==> config.mk <==
export PLATFORM = sky130hd
export DESIGN_NAME = para_to_seq_load
export DESIGN_NICKNAME = d
export VERILOG_FILES = /design/src/rtl/para_to_seq_load.sv
export SDC_FILE = /design/constraint.sdc
export NUM_CORES = 2
export LEC_CHECK = 0
export BUFFER_PORTS_ARGS = -buffer_cell sky130_fd_sc_hd__clkbuf_2
export CAP_MARGIN = 40
export CORE_ASPECT_RATIO = 1.5
export CORE_MARGIN = 2
export CORE_UTILIZATION = 30
export CTS_BUF_LIST = sky130_fd_sc_hd__clkbuf_8
export DETAILED_ROUTE_END_ITERATION = 8
export PLACE_DENSITY_LB_ADDON = 0.15
export SYNTH_ARGS = -nofsm -noshare
export SYNTH_HDL_FRONTEND = slang
export SYNTH_SLANG_ARGS = --single-unit
==> constraint.sdc <==
create_clock -name clk -period 2.7 [get_ports clk]
set_input_delay 0.27 -clock clk [delete_from_list [all_inputs] [get_ports clk]]
set_output_delay 0.27 -clock clk [all_outputs]
set_load 0.02 [all_outputs]
==> src/rtl/para_to_seq_load.sv <==
// para_to_seq_load: captures an RSA modulus (and, in CRT mode, a half-length
// precomputed operand) and streams both LSB-word-first onto a BUS_W-wide
// valid/ready bus, tagging each word with its job-wide index and a last flag.
module para_to_seq_load #(
    parameter int unsigned RSA_LEN = 512,
    parameter int unsigned BUS_W   = 32,
    parameter int unsigned PRE_LEN = 256,
    localparam int unsigned MOD_WORDS = RSA_LEN / BUS_W,
    localparam int unsigned PRE_WORDS = PRE_LEN / BUS_W,
    localparam int unsigned IDX_W_RAW = $clog2(MOD_WORDS + PRE_WORDS),
    localparam int unsigned IDX_W     = (IDX_W_RAW < 1) ? 1 : IDX_W_RAW
) (
    input  logic               clk,
    input  logic               rst,
    input  logic               rdy,
    input  logic               crt,
    input  logic [RSA_LEN-1:0] mod_in,
    input  logic [PRE_LEN-1:0] predat_in,
    output logic [BUS_W-1:0]   data_out,
    output logic               out_valid,
    input  logic               out_ready,
    output logic               out_last,
    output logic [IDX_W-1:0]   out_idx,
    output logic               busy,
    output logic               done
);

    localparam int unsigned LAST_MOD = MOD_WORDS - 1;
    localparam int unsigned LAST_CRT = MOD_WORDS + PRE_WORDS - 1;

    typedef enum logic [1:0] {
        IDLE,
        MOD,
        PRE
    } state_t;

    state_t             state;
    logic [RSA_LEN-1:0] shift_reg;
    logic [PRE_LEN-1:0] pre_q;
    logic               crt_q;
    logic [IDX_W-1:0]   idx_nxt;
    logic [IDX_W-1:0]   last_idx;

    // The low word of the shift register is always the word on the bus
    assign data_out = shift_reg[BUS_W-1:0];

    // Next index and final index of the latched job
    always_comb begin
        idx_nxt  = out_idx + IDX_W'(1);
        last_idx = crt_q ? IDX_W'(LAST_CRT) : IDX_W'(LAST_MOD);
    end

    // Sequencer: start capture, word shifting, MOD->PRE handover and completion
    always_ff @(posedge clk or negedge rst) begin
        if (!rst) begin
            state     <= IDLE;
            shift_reg <= '0;
            pre_q     <= '0;
            crt_q     <= 1'b0;
            out_idx   <= '0;
            out_valid <= 1'b0;
            out_last  <= 1'b0;
            busy      <= 1'b0;
            done      <= 1'b0;
        end else begin
            done <= 1'b0;
            case (state)
                IDLE: begin
                    if (rdy) begin
                        shift_reg <= mod_in;
                        pre_q     <= predat_in;
                        crt_q     <= crt;
                        out_idx   <= '0;
                        out_valid <= 1'b1;
                        busy      <= 1'b1;
                        out_last  <= !crt && (MOD_WORDS == 1);
                        state     <= MOD;
                    end
                end
                MOD, PRE: begin
                    if (out_ready) begin
                        // out_last already marks the final word, so completion
                        // needs no separate index compare against the mode
                        if (out_last) begin
                            state     <= IDLE;
                            shift_reg <= '0;
                            out_idx   <= '0;
                            out_valid <= 1'b0;
                            out_last  <= 1'b0;
                            busy      <= 1'b0;
                            done      <= 1'b1;
                        end else begin
                            if (state == MOD && out_idx == IDX_W'(LAST_MOD)) begin
                                shift_reg <= RSA_LEN'(pre_q);
                                state     <= PRE;
                            end else begin
                                shift_reg <= shift_reg >> BUS_W;
                            end
                            out_idx  <= idx_nxt;
                            out_last <= (idx_nxt == last_idx);
                        end
                    end
                end
                default: begin
                    state     <= IDLE;
                    out_valid <= 1'b0;
                    busy      <= 1'b0;
                    out_last  <= 1'b0;
                end
            endcase
        end
    end

endmodule

# Yosys cells after proc, flatten, opt, wreduce, memory -nomap -nowiden
# Index checks and enable logic that the tools add are counted.
[totals]
ff_bits = 779
in_bits = 773
out_inout_bits = 41
elab_cells = 52
[classes]
add_sub_neg = 1
eq_ne = 8
mux = 26
n_reduce_logical = 9
[op_table]
columns = ["op", "count"]
rows = [
  ["$mux W512", 2],
  ["$pmux W512 S2", 1],
  ["$mux W480", 2],
  ["$mux W5", 4],
  ["$pmux W5 S2", 1],
  ["$mux W1", 9],
  ["$reduce_and A3 Y1", 3],
  ["$mux W2", 4],
  ["$ne A2 B2 Y1 const B", 3],
  ["$add A5 B1 Y5 const B", 1],
  ["$eq A5 B4 Y1 const B", 1],
  ["$eq A5 B5 Y1", 1],
  ["$pmux W1 S2", 2],
  ["$pmux W2 S2", 1],
  ["$reduce_and A2 Y1", 2],
  ["$ne A3 B3 Y1 const B", 1],
  ["$eq A2 B1 Y1 const B", 1],
  ["$eq A2 B2 Y1 const B", 1],
  ["$logic_not A2 Y1", 1],
  ["$reduce_bool A2 Y1", 1],
  ["$reduce_or A2 Y1", 1],
  ["$logic_and A1 B1 Y1", 1],
]

# Longest topological paths before layout
[depth]
word_depth = 6
depth_mapped = 10
ltp_nobuf = 7

# Worst setup path after synthesis
# OpenSTA, ideal clock, no wires.
[synth_timing]
kind = "register -> register"
startpoint = "register out_idx[0]"
endpoint = "register shift_reg[8]"
setup_time_ns = 0.119
arrival_time_ns = 2.379
required_time_ns = 2.581
slack_ns = 0.202
path_stages_with_launch = 9
n_path_buf = 1
synth_period_minus_slack_ns = 2.498
cell_sequence = "dfrtp_1 ha_1 and3_1 ha_1 nand2_2 buf_1 mux2_2 a221o_1 o21a_1"
[synth_between]
elab_chain_len = 6
[synth_lines]
columns = ["item", "line", "rtl"]
rows = [
  ["start, declared", "23", "output logic [IDX_W-1:0] out_idx,"],
  ["start signal, assigned", "99", "out_idx <= idx_nxt;"],
  ["$eq A5 B4 Y1", "93", "if (state == MOD && out_idx == IDX_W'(LAST_MOD)) begin"],
  ["$logic_and A1 B1 Y1", "93", ""],
  ["$mux W480", "93", ""],
  ["$mux W480", "84", "if (out_last) begin"],
  ["$mux W512", "81", "if (out_ready) begin"],
  ["$pmux W512 S2", "67", "case (state)"],
  ["end signal, assigned", "70", "shift_reg <= mod_in;"],
  ["end signal, assigned", "94", "shift_reg <= RSA_LEN'(pre_q);"],
  ["end signal, assigned", "97", "shift_reg <= shift_reg >> BUS_W;"],
  ["end, declared", "38", "logic [RSA_LEN-1:0] shift_reg;"],
]
# No other way between the ends. The select of a mux whose other input is x is not followed.
# A chain may end at the register's enable or synchronous reset.

# Final worst setup path
[layout_timing]
startpoint = "register state[1]"
endpoint = "register shift_reg[427]"
[layout_between]
elab_chain_len = 6
elab_cells_between_ends = 13
cone_classes = "4 x eq/ne; 4 x mux; 5 x reduce/logical"
[layout_lines]
columns = ["item", "line", "rtl"]
rows = [
  ["start, declared", "37", "state_t state;"],
  ["start signal, assigned", "56", "state <= IDLE;"],
  ["start signal, assigned", "77", "state <= MOD;"],
  ["start signal, assigned", "85", "state <= IDLE;"],
  ["$eq A2 B1 Y1", "67, 93", ""],
  ["$logic_and A1 B1 Y1", "93", ""],
  ["$mux W480", "93", ""],
  ["$mux W480", "84", ""],
  ["$mux W512", "81", ""],
  ["$pmux W512 S2", "67", ""],
]
# Several ways; a longest one is shown, not always the timed one. The select of a mux whose other input is x is not followed.

==> out/results.ini <==
[outcome]
status = complete, no violations

[critical_path]
endpoint_kind = flop
critPathMaxFanout = 23
r2r_cells = 9
worstSetupPathType = flop to flop
worstSetupStartpointType = flop
r2r_slack_ps = 120
rr_endpoint = shift_reg[427]
endpoint = shift_reg[427]
timing.rr.start = state[1]
crit_required_ps = 3450
arrival_ps = 3330
crit_path_start = state[1]

[placed_design]
place_congestion = 0.838
io_buffers = 813
hpwl_um = 109000

[timing]
finalMaxSlewViolations = 0
fmax_mhz = 388
rsz0062_at_grt = false
slew_headroom_pct = 51.9
finalClockSkew_ps = 45.7
finalHoldViolations = 0
fin_crit_ps = 2580
setup_viol_count_final = 0
period_share_pct = 95.4
worst_pin_slew_ps = 719
setup_tns_ps = 0

[hold_path]
hp-class = input pin to flop

[synthesis]
yosys-top-cells-count = dfrtp_1, nor2_1, mux2_2
ys_seq_area_share_pct = 54.5
yosysWarnings = 0
synth.distinct_cells = 35
synth_edf_count = 0
async_flop_share_pct = 100
synthTopCellsByArea = dfrtp_1, mux2_2, mux2_1
ys_ff_latch = 779
synthesis.area_um2 = 35800
post-synth-top-count-cell = dfrtp_1
synth_flop_cell = dfrtp_1
synth_cells = 2938
avgSynthCellArea_um2 = 12.2
syn_nets = 3716
yosys.area.top_type = dfrtp_1
yosys.area.top_type_share_pct = 54.5

[cells_and_area]
regArea_um2 = 19500
area_growth_pct = 48.2
largest_register_ffs = 512
fin_nets = 5323
drive_above_1_share_pct = 32.1
multi_input_area_um2 = 14700
fill_cells = 11185

[run]
drv_cap = 0

[global_routing]
gr-total-overflow = 0
antenna_found_initial = 45
grt.total_usage_pct = 24.7
grt_pass1_vias = 33909
grt_pass1_wl_um = 224000
grt_max_degree = 77

[clock_tree]
root_buffer = clkbuf_8
cts_max_level = 4
cts_buffers = 138
clockBufferDepth = 3
clock_latency_ps = 860
cts.clk_slew.worst_paths_ps = 70
cts.sinks = 779
cts_tree = done
cts_setup_buffers = 0
cts_resized = 0
ctsHoldBuffers = 774

[drt]
num_vias = 31807
routedWlPerCell_um = 24.5
first_pass_iters = 9
drc = 0
viasPerCell = 5.07
drtIter0Drc = 1902
antenna_left = 0
wl_um = 154000

[floorplanning]
start_util_pct = 30.2
die_width_um = 286
boundaryPins = 814
rows = 155
die_h_um = 427
dieArea_um2 = 122000
core-area_um2 = 119000

[pwr]
power.leakage_nw = 23.1
p_per_area_nw_per_um2 = 1110
ir_drop_v = 0.000665
power_mw = 59.2

==> placed cells by master (no fill, tap or decap), drive strengths merged, types with 2 or more instances in the layout <==
cell type	instances
a21oi	3
dlygate4sd3	774
clkinvlp	9
buf	193
o21a	256
nand2	72
dfrtp	779
inv	59
nor2b	5
ha	5
nor2	450
bufinv	2
a221oi	224
clkbuf	982
clkinv	8
o21ai	5
mux2	514
nand2b	3
nand3	34
and3	4
a221o	256
diode	51
==> worst max-delay path, stage by stage (launching register included) <==
cell and delay [ps]:
dfrtp_1 350, inv_1 60, ha_1 470, or2_2 210, nand3_4 100, buf_12 180, buf_4 220, a221oi_1 590
buf_4 230, nor2_1 40
==> final cells by class <==
type                    count  share of cell area, %
clock buffers             170                   4.41
repair buffers           1779                   26.4
clock inverters            73                  0.778
inverters                   5                 0.0495
flip-flops and latches    779                   36.7
multi-input cells        1842                   27.7
diodes                     51                  0.241
well taps                1570                   3.70
==> how the worst min path moves through the flow <==
stage | startpoint | slack [ps] | to | depth (start not counted)
2_1_floorplan | rst | -30 | busy | 0
3_3_place_gp | rst | 350 | shift_reg[427] | 1
3_5_place_dp | rst | 350 | shift_reg[427] | 1
4_1_cts | predat_in[235] | 70 | pre_q[235] | 3
5_1_grt | predat_in[240] | 120 | pre_q[240] | 3
6_report | predat_in[235] | 180 | pre_q[235] | 3
==> power by group <==
| group | switching (mW) | internal [mW] |
|---|---|---|
| Combinational | 13.7 | 12.2 |
| Sequential | 4.37 | 17.7 |
| Clock | 5.27 | 5.88 |
| Total | 23.3 | 35.8 |
==> routing by layer <==
| metal | vias to the layer above | GRT usage (%) | wire (um) |
|---|---|---|---|
| met2 | 1262 | 42.0 | 75600 |
| met1 | 15959 | 29.7 | 62200 |
| met4 | 4 | 11.1 | 6750 |
| met3 | 298 | 5.41 | 9150 |
| met5 | - | 0 | 28 |
| li1 | 14284 | - | - |
==> through the flow <==
stage	setup WS [ps]	hold WS [ps]	util, %	area (um^2)	cells
after CTS	71.6	65.9	44.6	52900	6218
after detailed placement	93.0	350	35.7	42400	5201
after global routing	11.7	124	44.7	53000	6250
final	123	178	44.7	53100	6269
after floorplan	202	-25.6	-	35800	2938
after global placement	85.6	348	35.7	42400	5201
==> logic make-up after synthesis <==
| kind of cell | synth area share [%] |
|---|---|
| flip-flops | 54.5 |
| AO/OA/AOI/OAI | 18.2 |
| AND/OR/NAND/NOR | 6.23 |
| multiplexers | 16.2 |
| buffers and inverters | 4.66 |
| adder cells (fa/ha/maj) | 0.175 |
| XOR/XNOR | 0.0489 |
Power figures use the tool's default switching activity.
